[src/rtl/parking_pkg.sv]
// Shared types and constants for the parking-lot elevator scheduler.
package parking_pkg;

   localparam int unsigned FLOORS  = 7;
   localparam int unsigned FLOOR_W = 3;
   localparam int unsigned PLATE_W = 16;

   typedef enum logic [2:0] {
      ST_IDLE  = 3'b000,
      ST_UP    = 3'b001,
      ST_PLACE = 3'b010,
      ST_PICK  = 3'b011,
      ST_DOWN  = 3'b100,
      ST_EXIT  = 3'b101,
      ST_ABORT = 3'b110
   } state_e;

   localparam logic JOB_IN  = 1'b0;
   localparam logic JOB_OUT = 1'b1;

   localparam logic SLOT_SUV   = 1'b0;
   localparam logic SLOT_SEDAN = 1'b1;

   typedef struct packed {
      logic               job_type;
      logic [PLATE_W-1:0] plate;
      logic [FLOOR_W-1:0] floor;
      logic               slot;
   } job_t;

   // A request may be served only for a real parking floor that is not flooded.
   function automatic logic floor_eligible(input logic               req,
                                           input logic [FLOOR_W-1:0] floor,
                                           input logic               leakage,
                                           input logic [FLOOR_W-1:0] leakage_floor);
      return req && (floor != '0) && (32'(floor) <= FLOORS) &&
             !(leakage && (floor == leakage_floor));
   endfunction

endpackage

[src/rtl/request_arbiter.sv]
// Round-robin arbiter between the park and retrieve requesters with flood masking.
module request_arbiter
   import parking_pkg::*;
(
   input  logic               clock,
   input  logic               reset,
   input  logic               enable,
   input  logic               in_req,
   input  logic [FLOOR_W-1:0] in_floor,
   input  logic               out_req,
   input  logic [FLOOR_W-1:0] out_floor,
   input  logic               leakage,
   input  logic [FLOOR_W-1:0] leakage_floor,
   output logic               grant_in,
   output logic               grant_out
);

   logic last_out;
   logic in_ok;
   logic out_ok;

   always_comb begin
      in_ok     = floor_eligible(in_req, in_floor, leakage, leakage_floor);
      out_ok    = floor_eligible(out_req, out_floor, leakage, leakage_floor);
      grant_in  = 1'b0;
      grant_out = 1'b0;
      if (enable) begin
         if (in_ok && out_ok) begin
            grant_in  = last_out;
            grant_out = !last_out;
         end else begin
            grant_in  = in_ok;
            grant_out = out_ok;
         end
      end
   end

   // Pointer starts at "out" so the park side wins the first tie.
   always_ff @(posedge clock or negedge reset) begin
      if (!reset) begin
         last_out <= 1'b1;
      end else if (grant_in) begin
         last_out <= 1'b0;
      end else if (grant_out) begin
         last_out <= 1'b1;
      end
   end

endmodule

[src/rtl/elevator_scheduler.sv]
// Elevator sequencer: grants park/retrieve jobs, moves one floor per cycle, strobes slot writes.
module elevator_scheduler
   import parking_pkg::*;
(
   input  logic               clock,
   input  logic               reset,
   input  logic               in_req,
   input  logic [PLATE_W-1:0] in_plate,
   input  logic [FLOOR_W-1:0] in_floor,
   input  logic               in_slot,
   output logic               in_ack,
   input  logic               out_req,
   input  logic [PLATE_W-1:0] out_plate,
   input  logic [FLOOR_W-1:0] out_floor,
   input  logic               out_slot,
   output logic               out_ack,
   input  logic               leakage,
   input  logic [FLOOR_W-1:0] leakage_floor,
   output logic [FLOOR_W-1:0] current_floor,
   output logic [PLATE_W-1:0] moving,
   output logic               store_en,
   output logic               clear_en,
   output logic [FLOOR_W-1:0] slot_floor,
   output logic               slot_sel,
   output logic [PLATE_W-1:0] slot_plate,
   output logic               done,
   output logic               aborted,
   output logic               busy,
   output logic [2:0]         curr_state_for_test
);

   state_e state;
   state_e state_nxt;
   job_t   job;
   logic   abort_q;
   logic   grant_in;
   logic   grant_out;
   logic   abort_hit_c;

   request_arbiter u_arb (
      .clock         (clock),
      .reset         (reset),
      .enable        (state == ST_IDLE),
      .in_req        (in_req),
      .in_floor      (in_floor),
      .out_req       (out_req),
      .out_floor     (out_floor),
      .leakage       (leakage),
      .leakage_floor (leakage_floor),
      .grant_in      (grant_in),
      .grant_out     (grant_out)
   );

   // Flooding ahead of the car on the way up cancels the job.
   assign abort_hit_c = leakage && (leakage_floor > current_floor) &&
                        (leakage_floor <= job.floor);

   always_ff @(posedge clock or negedge reset) begin
      if (!reset) state <= ST_IDLE;
      else        state <= state_nxt;
   end

   always_comb begin
      state_nxt = state;
      case (state)
         ST_IDLE:  if (grant_in || grant_out) state_nxt = ST_UP;
         ST_UP: begin
            if (abort_hit_c) begin
               state_nxt = ST_ABORT;
            end else if ((current_floor + FLOOR_W'(1)) == job.floor) begin
               state_nxt = (job.job_type == JOB_IN) ? ST_PLACE : ST_PICK;
            end
         end
         ST_PLACE: state_nxt = ST_DOWN;
         ST_PICK:  state_nxt = ST_DOWN;
         ST_ABORT: state_nxt = ST_DOWN;
         ST_DOWN:  if (current_floor <= FLOOR_W'(1)) state_nxt = ST_EXIT;
         ST_EXIT:  state_nxt = ST_IDLE;
         default:  state_nxt = ST_IDLE;
      endcase
   end

   always_comb begin
      store_en            = (state == ST_PLACE);
      clear_en            = (state == ST_PICK);
      done                = (state == ST_EXIT);
      aborted             = (state == ST_EXIT) && abort_q;
      busy                = (state != ST_IDLE);
      slot_floor          = job.floor;
      slot_sel            = job.slot;
      slot_plate          = job.plate;
      curr_state_for_test = state;
   end

   // Job latch, car position and cargo tracking.
   always_ff @(posedge clock or negedge reset) begin
      if (!reset) begin
         in_ack        <= 1'b0;
         out_ack       <= 1'b0;
         current_floor <= '0;
         moving        <= '0;
         job           <= '0;
         abort_q       <= 1'b0;
      end else begin
         in_ack  <= grant_in;
         out_ack <= grant_out;
         case (state)
            ST_IDLE: begin
               if (grant_in) begin
                  job.job_type <= JOB_IN;
                  job.plate    <= in_plate;
                  job.floor    <= in_floor;
                  job.slot     <= in_slot;
                  moving       <= in_plate;
                  abort_q      <= 1'b0;
               end else if (grant_out) begin
                  job.job_type <= JOB_OUT;
                  job.plate    <= out_plate;
                  job.floor    <= out_floor;
                  job.slot     <= out_slot;
                  abort_q      <= 1'b0;
               end
            end
            ST_UP: begin
               if (state_nxt == ST_ABORT) abort_q <= 1'b1;
               else                       current_floor <= current_floor + FLOOR_W'(1);
            end
            ST_PLACE: moving <= '0;
            ST_PICK:  moving <= job.plate;
            ST_DOWN:  if (current_floor != '0) current_floor <= current_floor - FLOOR_W'(1);
            ST_EXIT:  moving <= '0;
            default:  ;
         endcase
      end
   end

endmodule
[config.mk]
export PLATFORM = sky130hd
export DESIGN_NAME = elevator_scheduler
export DESIGN_NICKNAME = d
export VERILOG_FILES = /design/src/rtl/parking_pkg.sv /design/src/rtl/request_arbiter.sv /design/src/rtl/elevator_scheduler.sv
export SDC_FILE = /design/constraint.sdc
export NUM_CORES = 1
export LEC_CHECK = 0
export CORE_ASPECT_RATIO = 0.8
export CORE_MARGIN = 2
export CORE_UTILIZATION = 35
export CTS_BUF_LIST = sky130_fd_sc_hd__clkbuf_8
export CTS_CLUSTER_DIAMETER = 150
export DETAILED_ROUTE_END_ITERATION = 7
export SKIP_CTS_REPAIR_TIMING = 1
export SYNTH_ARGS = -nofsm -noshare
export SYNTH_HDL_FRONTEND = slang
export SYNTH_HIERARCHICAL = 1
export SYNTH_SLANG_ARGS = --single-unit
[constraint.sdc]
create_clock -name clock -period 2.6 [get_ports clock]
set_input_delay 0.78 -clock clock [delete_from_list [all_inputs] [get_ports clock]]
set_output_delay 0.78 -clock clock [all_outputs]
set_load 0.02 [all_outputs]
==> summary.md, run 1 <==
| Metric | Value |
|---|---|
| Status | finished, final reports clean |
| DRT Pass-1 Iters | 4 |
| TritonCTS clock tree | built |
| First-pass GRT wire length | 10700 um |
| Synthesized Nets | 341 |
| Final Cycle Share | 97.3% |
| Via count | 2308 |
| CP required | 1.82 ns |
| Yosys Warn Count | 6 |
| Yosys reg bits | 47 |
| Placed instance count | 470 |
| Leading area contributor after synthesis | dfrtp_1 |
| Num rows | 28 |
| H-tree Lvls | 2 |
| CP Data Arrival Time | 1.75 ns |
| Post-synth EDFFs | 0 |
| Max Clk Rate | 395 MHz |
| Tightest Pin Transition | 0.309 ns |
| CTS buffer count | 5 |
| Fin Setup TNS | 0 ns |
| Per-cell via count in the routed design | 4.83 |
| Sequential Power Share | 29.3% |
| Clk_lat worst skew | 0.30 ns |
| Routed WL | 6750 um |
| DRT iter0 DRCs | 103 |
| Setup violations, final | 0 |
| Core footprint | 7500 um2 |
| Sw power | 2.03 mW |
| Post-layout util | 51.9% |
| Maximum VDD drop | 0.000472 V |
| Syn_area_per_cell | 9.73 um2 |
| PD cells | 1200 nW/um2 |
| Routed len/inst | 14.1 um |
| Crit path from | curr_state_for_test[2] |
| Clk buf depth | 2 |
| Starting density of the core | 36.7% |
| GR Overflow Total | 0 |
| DPL Wire Length | 5060 um |
| Worst-case reg-to-reg path depth | 10 |
| Max incr delay on CP | 0.64 ns |
| CP Capture Type | primary output |
| Combinational power share | 61.6% |
| Most used flip-flop cell after synthesis | dfrtp_1 |
| Share of cells above drive strength 1 | 11.8% |
| Routability congestion estimate | 0.857 |
| Worst Hold Class | in2async |
| Total track usage | 15.7% |
| Chip width | 103 um |
| Die Height | 83.3 um |
| Async set-reset flop share out of synthesis | 100% |
| Worst reg2reg startpoint | curr_state_for_test[2] |
| Synth cell types | 48 |
| Slew Viols, Final | 0 |
| Vias in the first global route | 2176 |
| Pint | 2.65 mW |
| CTS Sinks | 47 |
| P&R area growth vs syn | 41.3% |
| Top-area cell type share of the netlist area | 41.8% |
| Syn Inst Count | 283 |
| Root buf cell | clkbuf_8 |
| DIE AREA | 8600 um2 |
| Sequential fraction of the synthesis area | 42.8% |
| Final hold vios | 0 |
| Hold_ws | 0.455 ns |
| Crit-path max FO | 6 |
| Fin cells | 478 |
| Port Buffer Count | 96 |
| Reg clk slew, reported paths | 0.09 ns |
| Switch share | 43.3% |
| Largest cells by area after synthesis | dfrtp_1 (42%), mux2i_1 (7.6%), buf_4 (6.8%), a21oi_1 (4.5%), ha_1 (4.5%) |
| Max-Cap Viols | 0 |
| Worst path bufs/invs | 2 |
| Flop-to-flop setup slack | 0.55 ns |
| Antenna-violating nets left | 0 |
| Antenna fix cells | 0 |
| Pin count of the biggest net entering global routing | 48 |
| RSZ-0062 raised after global routing | no |
| I/O pin count | 97 |
| Final nets | 430 |
| Rel. slew slack | 79.4% |
| Clk_skew | 0.00514 ns |
| Startpoint types | register |
| Period minus WS final | 2.53 ns |
| CP max stage cell | clkdlybuf4s50_1 |
| P_leak | 1.62 nW |
| Final Power | 4.69 mW |
| Initial antenna violation count | 0 |
| Setup CP Type | reg2out |
| DR DRC count | 0 |
| RR Endpoint | slot_plate[6] |
| Syn Std Cell Area | 2750 um2 |
| Critical Path, Cell by Cell | inv_2 > and3_1 > clkdlybuf4s50_1 |
| Delay-heaviest family, CP | buffers and inverters |
| Clock Power Share | 9.1% |
-- sequential cells by signal, indices dropped and copies added (netlist names) --
| register | cells |
|---|---|
| abort_q | 1 |
| u_arb/last_out | 1 |
| slot_floor | 3 |
| current_floor | 3 |
| moving | 16 |
| job | 1 |
| in_ack | 1 |
| curr_state_for_test | 3 |
| slot_plate | 16 |
| slot_sel | 1 |
| out_ack | 1 |
-- worst max-delay path by stage --
stage	endpoint	slack, ns	depth (start not counted)
2_1_floorplan	slot_floor[1]	0.22	7
3_3_place_gp	current_floor[2]	-0.08	7
3_5_place_dp	current_floor[2]	-0.15	7
4_1_cts	clear_en	0.05	3
5_1_grt	clear_en	0.0007	3
6_report	clear_en	0.07	3
-- area by class of cell --
class,instances,area (um2)
timing repair buffer,117,1160
multi-input combinational,192,1300
fill,735,3600
inverter,9,33.8
clock inverter,3,16.3
tap,105,131
clock buffer,5,68.8
sequential,47,1180
-- metal layers --
layer / global-route usage, % / up-vias / share of wire [%]
met1: 22.3 / 1060 / 49
met4: 4.90 / 0 / 0.78
met2: 23.7 / 82 / 44
li1: - / 1162 / -
met3: 3.37 / 4 / 6.6
met5: 0 / - / 0
-- synth_stat cells, types with 2 or more instances --
master / n
and2_1: 2
a211oi_1: 2
buf_4: 25
o21ai_0: 14
a22oi_1: 16
dfrtp_1: 46
ha_1: 10
o21a_1: 2
a31oi_1: 4
clkbuf_1: 2
o21ai_1: 5
xnor2_1: 9
nor3_2: 2
and3_1: 2
buf_2: 7
mux2i_1: 21
nor3b_1: 2
nand3_1: 4
nor2_1: 27
nand2_1: 19
or3_1: 2
a21oi_1: 25
inv_1: 7
inv_2: 2
nand4_1: 3
-- power by group through the flow --
stage	logic [mW]	clock network [mW]	registers, mW
4_1_cts	2.91	0.441	1.38
6_report	2.88	0.427	1.37
3_3_place_gp	2.88	0	1.39
2_1_floorplan	1.74	0	1.52
3_5_place_dp	2.90	0	1.39
5_1_grt	3.14	0.477	1.42
-- cell families after synthesis --
| group | after synthesis | synth area share (%) |
|---|---|---|
| AOI/OAI and AO/OA | 80 | 18.6 |
| and+or+nand+nor | 70 | 12.9 |
| DFF | 47 | 42.8 |
| buffers and inverters | 44 | 10.0 |
| muxes | 22 | 8.04 |
| xor gates and xnor gates | 10 | 3.18 |
| adders and majority gates | 10 | 4.54 |
-- metrics by stage --
step | worst slack [ns] | instance area (um2)
after global placement | -0.0848 | 3810
final | 0.0713 | 3890
after detailed placement | -0.155 | 3810
after CTS | 0.0537 | 3890
after floorplan | 0.223 | 2750
after global routing | 0.000674 | 3890
-- placed cells by master, fill, tap and decap left out, drive strengths merged, types with 2 or more instances in the layout --
master,instances
o21a,2
nand2,19
dfrtp,46
mux2i,21
and3,3
xnor2,9
and2,2
clkbuf,5
o21ai,20
a21oi,27
nor3b,2
a31oi,4
nand3,4
or3,2
ha,10
inv,10
nand4,3
buf,22
a22oi,16
a211oi,3
nor2,28
nor3,4
clkdlybuf4s50,95
-- worst register-to-register path, delay by kind of cell, from the launching register on --
kind	cells	cell delay, ns
flops	1	0.46
compound gates	2	0.35
buf+inv	3	0.54
simple gates	5	0.64
No activity file was read; power rests on OpenSTA's default activity.
==> run 2, diff against run 1 <==
--- a/config.mk
+++ b/config.mk
@@ -7,10 +7,11 @@
 export LEC_CHECK = 0
 export CORE_ASPECT_RATIO = 0.8
 export CORE_MARGIN = 2
-export CORE_UTILIZATION = 35
+export CORE_UTILIZATION = 47
 export CTS_BUF_LIST = sky130_fd_sc_hd__clkbuf_8
 export CTS_CLUSTER_DIAMETER = 150
 export DETAILED_ROUTE_END_ITERATION = 7
+export PLACE_DENSITY = 0.83
 export SKIP_CTS_REPAIR_TIMING = 1
 export SYNTH_ARGS = -nofsm -noshare
 export SYNTH_HDL_FRONTEND = slang
==> summary.md, run 2 (same netlist as run 1, synthesis figures left out) <==
| Metric | Value |
|---|---|
| Die Height | 72.5 um |
| Worst setup endpoint | busy |
| Area occupied by multi-input gates | 1300 um2 |
| CP Data Arrival Time | 1.73 ns |
| First-pass GRT wire length | 11300 um |
| Starting density of the core | 49.6% |
| Clock Power Share | 11.5% |
| Clk_skew | 0.00802 ns |
| Flop-to-flop setup slack | 0.55 ns |
| Antenna fix cells | 0 |
| CP max stage cell | clkdlybuf4s50_1 |
| Worst Hold Class | in2async |
| Post-place instance area | 3770 um2 |
| Max-Cap Viols | 0 |
| Slew Viols, Final | 0 |
| Clk_lat worst skew | 0.31 ns |
| DR DRC count | 0 |
| Share of cells above drive strength 1 | 13.0% |
| Worst reg2reg startpoint | curr_state_for_test[2] |
| Tightest Pin Transition | 0.330 ns |
| Final nets | 434 |
| Final hold vios | 0 |
| Max Clk Rate | 399 MHz |
| Clk buf depth | 2 |
| Worst-case reg-to-reg path depth | 10 |
| Num rows | 24 |
| Crit path from | curr_state_for_test[2] |
| Initial antenna violation count | 0 |
| Maximum VDD drop | 0.000584 V |
| Setup slack after layout | 0.0914 ns |
| Critical Path, Cell by Cell | buf_4 > nor3_4 > inv_2 > clkdlybuf4s50_1 |
| P&R area growth vs syn | 41.1% |
| RSZ-0062 raised after global routing | no |
| Via count | 2428 |
| Sequential Power Share | 28.9% |
| Rel. slew slack | 77.8% |
| Antenna-violating nets left | 0 |
| GR Overflow Total | 0 |
| Pin count of the biggest net entering global routing | 48 |
| Most common cell after layout, fill and taps aside | clkdlybuf4s50_1 |
| P_leak | 1.70 nW |
| Setup violations, final | 0 |
| Most frequent cells in the layout | clkdlybuf4s50_1 (92), dfrtp_1 (46), nor2_1 (27), a21oi_1 (25), buf_4 (24) |
| Routed WL | 7160 um |
| Setup CP Type | reg2out |
| Status | finished, final reports clean |
| Chip width | 89.6 um |
| Core footprint | 5560 um2 |
| DIE AREA | 6490 um2 |
| Vias in the first global route | 2353 |
| Switch share | 43.2% |
| Startpoint types | register |
| Storage cell area | 1180 um2 |
| Period minus WS final | 2.51 ns |
| PD cells | 1240 nW/um2 |
| H-tree Lvls | 2 |
| Sw power | 2.09 mW |
| Port Buffer Count | 96 |
| Routed len/inst | 15.7 um |
| DRT Pass-1 Iters | 7 |
| DPL Wire Length | 5450 um |
| Crit-path max FO | 5 |
| I/O pin count | 97 |
| Reg clk slew, reported paths | 0.09 ns |
| Dpl ws | -0.165 ns |
| TritonCTS clock tree | built |
| Pint | 2.74 mW |
| Max incr delay on CP | 0.62 ns |
| CTS buffer count | 5 |
| Combinational power share | 59.6% |
| Final Cycle Share | 96.5% |
| CP required | 1.82 ns |
| DRT iter0 DRCs | 79 |
| Per-cell via count in the routed design | 5.34 |
| Post-layout util | 70.0% |
| Root buf cell | clkbuf_8 |
| Total track usage | 22.8% |
| CTS Sinks | 47 |
| Finished Cell Area | 3890 um2 |
| RR Endpoint | slot_plate[12] |
| Fill cells | 425 |
| CP Capture Type | primary output |
| Routability congestion estimate | 0.867 |
[run 2: how the worst min path moves through the flow]
stage,endpoint,from,slack (ns),cells past startpoint
finish,moving[12],reset,0.43,2
global route,moving[12],reset,0.45,2
CTS,slot_plate[12],reset,0.45,2
detailed placement,moving[4],moving[4],0.47,2
global placement,moving[9],moving[9],0.46,2
floorplan,abort_q,abort_q,0.45,2
[run 2: final cells by class]
cell class / count / share of cell area (%)
clock buffer: 5 / 1.77
tap: 78 / 2.51
inverter: 9 / 0.869
sequential: 47 / 30.3
timing repair buffer: 121 / 29.9
clock inverter: 3 / 1.13
multi-input combinational: 192 / 33.5
[run 2: per-stage QoR]
stage                     power [mW]  TNS [ns]  hold slack [ns]  cells
after floorplan                 3.26         0            0.454    283
after global placement          4.19     -1.09            0.463    447
after detailed placement        4.28     -4.31            0.471    447
after CTS                       4.83   -0.0494            0.448    455
after global routing            5.17         0            0.452    455
final                           4.82         0            0.435    455
[run 2: power by group through the flow]
stage | sequential [mW] | combinational [mW] | clock [mW]
after floorplan | 1.52 | 1.74 | 0
after global placement | 1.39 | 2.80 | 0
after detailed placement | 1.40 | 2.88 | 0
after CTS | 1.39 | 2.89 | 0.560
after global routing | 1.44 | 3.14 | 0.589
final | 1.39 | 2.88 | 0.555
[run 2: critical path: cells and delay by family (launching register included)]
| family | cells | cell delay, ns |
|---|---|---|
| DFF | 1 | 0.45 |
| buffers and inverters | 3 | 0.93 |
| and+or+nand+nor | 1 | 0.04 |
[run 2: routing by layer]
layer	wire length (um)	GRT usage, %	vias to the layer above
met5	0	0	-
met4	105	8.29	0
met3	445	4.66	9
met2	3290	35.0	95
met1	3320	31.9	1154
li1	-	-	1170
==> run 3, diff against run 2 <==
--- a/config.mk
+++ b/config.mk
@@ -9,10 +9,9 @@
 export CORE_MARGIN = 2
 export CORE_UTILIZATION = 47
 export CTS_BUF_LIST = sky130_fd_sc_hd__clkbuf_8
-export CTS_CLUSTER_DIAMETER = 150
+export CTS_CLUSTER_DIAMETER = 50
 export DETAILED_ROUTE_END_ITERATION = 7
 export PLACE_DENSITY = 0.83
-export SKIP_CTS_REPAIR_TIMING = 1
 export SYNTH_ARGS = -nofsm -noshare
 export SYNTH_HDL_FRONTEND = slang
 export SYNTH_HIERARCHICAL = 1
==> summary.md, run 3 (same netlist as run 1, synthesis figures left out) <==
| Metric | Value |
|---|---|
| RSZ-0062 raised after global routing | no |
| Post-place instance area | 3770 um2 |
| P_leak | 1.69 nW |
| CP Capture Type | primary output |
| Setup violations, final | 0 |
| CP max stage cell | clkdlybuf4s50_1 |
| Core footprint | 5560 um2 |
| GR Overflow Total | 0 |
| Clk_skew | 0.00812 ns |
| Switch share | 43.3% |
| Vias in the first global route | 2353 |
| Pin count of the biggest net entering global routing | 48 |
| DRT Pass-1 Iters | 6 |
| Num rows | 24 |
| DPL Wire Length | 5450 um |
| Post-CTS Setup Inserts | 0 |
| Routed WL | 7170 um |
| Worst-case reg-to-reg path depth | 10 |
| DIE AREA | 6490 um2 |
| DR DRC count | 0 |
| First-pass GRT wire length | 11300 um |
| Initial antenna violation count | 0 |
| Antenna fix cells | 0 |
| Sw power | 2.09 mW |
| Clk_lat worst skew | 0.31 ns |
| Per-cell via count in the routed design | 5.32 |
| Via count | 2419 |
| Total track usage | 22.8% |
| Worst Hold Class | in2async |
| Startpoint types | register |
| Final nets | 434 |
| Worst path bufs/invs | 3 |
| Clk buf depth | 2 |
| Antenna-violating nets left | 0 |
| Maximum VDD drop | 0.000584 V |
| Fill cells | 427 |
| Crit-path max FO | 5 |
| Finished Cell Area | 3880 um2 |
| Die Height | 72.5 um |
| Setup CP Type | reg2out |
| Period minus WS final | 2.51 ns |
| CP required | 1.82 ns |
| Post-layout util | 69.9% |
| Sequential Power Share | 28.9% |
| WP depth | 4 |
| CTS Sinks | 47 |
| Routed len/inst | 15.8 um |
| Chip width | 89.6 um |
| Worst reg2reg startpoint | curr_state_for_test[2] |
| Most common cell after layout, fill and taps aside | clkdlybuf4s50_1 |
| H-tree Lvls | 2 |
| Critical Path, Cell by Cell | buf_4 > nor3_4 > inv_2 > clkdlybuf4s50_1 |
| Status | finished, final reports clean |
| Flop-to-flop setup slack | 0.55 ns |
| Pint | 2.74 mW |
| Delay-heaviest family, CP | buffers and inverters |
| Final hold vios | 0 |
| TritonCTS clock tree | built |
| Reg clk slew, reported paths | 0.09 ns |
| Port Buffer Count | 96 |
| Clock Power Share | 11.5% |
| Max incr delay on CP | 0.62 ns |
| Share of cells above drive strength 1 | 13.0% |
| PD cells | 1240 nW/um2 |
| DRT iter0 DRCs | 79 |
| Routability congestion estimate | 0.867 |
| Tightest Pin Transition | 0.329 ns |
| CP Data Arrival Time | 1.73 ns |
| Root buf cell | clkbuf_8 |
| Final Cycle Share | 96.4% |
| Max-Cap Viols | 0 |
| Combinational power share | 59.6% |
| RR Endpoint | slot_plate[12] |
| Most frequent cells in the layout | clkdlybuf4s50_1 (92), dfrtp_1 (46), nor2_1 (27), a21oi_1 (25), buf_4 (24) |
| Max Clk Rate | 399 MHz |
| Slew Viols, Final | 0 |
| CTS buffer count | 5 |
| Starting density of the core | 49.6% |
| P&R area growth vs syn | 41.0% |
| Rel. slew slack | 77.9% |
| I/O pin count | 97 |
[run 3: area by class of cell]
cell class / instances / area [um2] / area share (%)
Clock buffer: 5 / 68.8 / 1.77
Clock inverter: 3 / 43.8 / 1.13
Multi-Input combinational cell: 192 / 1300 / 33.5
Timing Repair Buffer: 121 / 1160 / 29.9
Tap cell: 78 / 97.6 / 2.51
Inverter: 9 / 33.8 / 0.870
Sequential cell: 47 / 1180 / 30.3
[run 3: timing repair]
item,CTS,global route
resized for setup,1,2
endpoints found under the setup margin,1,2
hold buffers,0,0
[run 3: worst reg2reg max path, cell delays in order (launching register included)]
cell and delay (ns):
dfrtp_1 0.45, buf_4 0.19, nor3_4 0.13, buf_4 0.17, and3_4 0.18, o21a_1 0.21, nor2_1 0.10, nor2_4 0.14
buf_4 0.20, nor2_1 0.05, a21oi_1 0.15
[run 3: how the worst max path moves through the flow]
stage | startpoint | endpoint | slack [ns]
6_report | curr_state_for_test[2] | busy | 0.09
5_1_grt | leakage_floor[1] | slot_plate[9] | 0.03
4_1_cts | curr_state_for_test[2] | clear_en | 0.01
3_5_place_dp | leakage_floor[1] | slot_plate[7] | -0.17
3_3_place_gp | leakage_floor[1] | current_floor[2] | -0.1
2_1_floorplan | out_floor[1] | slot_floor[1] | 0.22
[run 3: power by group through the flow]
stage | Clock [mW] | Sequential, mW | Combinational, mW
detailed placement | 0 | 1.40 | 2.88
finish | 0.555 | 1.39 | 2.88
CTS | 0.560 | 1.39 | 2.89
global route | 0.589 | 1.44 | 3.14
global placement | 0 | 1.39 | 2.80
floorplan | 0 | 1.52 | 1.74
[run 3: layer usage]
metal | vias to the layer above | part of all wire (%) | global-route usage [%]
li1 | 1168 | - | -
met1 | 1150 | 47 | 31.9
met2 | 92 | 46 | 35.0
met3 | 9 | 6.2 | 4.66
met4 | 0 | 1.5 | 8.29
met5 | - | 0 | 0
[run 3: metrics by stage]
step                instances  TNS [ns]  hold WS [ns]  setup slack [ns]  total power, mW
floorplan                 283         0         0.454             0.223             3.26
global placement          447     -1.09         0.463           -0.0963             4.19
detailed placement        447     -4.31         0.471            -0.165             4.28
CTS                       455         0         0.448            0.0117             4.83
global route              455         0         0.452            0.0299             5.17
finish                    455         0         0.434            0.0929             4.82
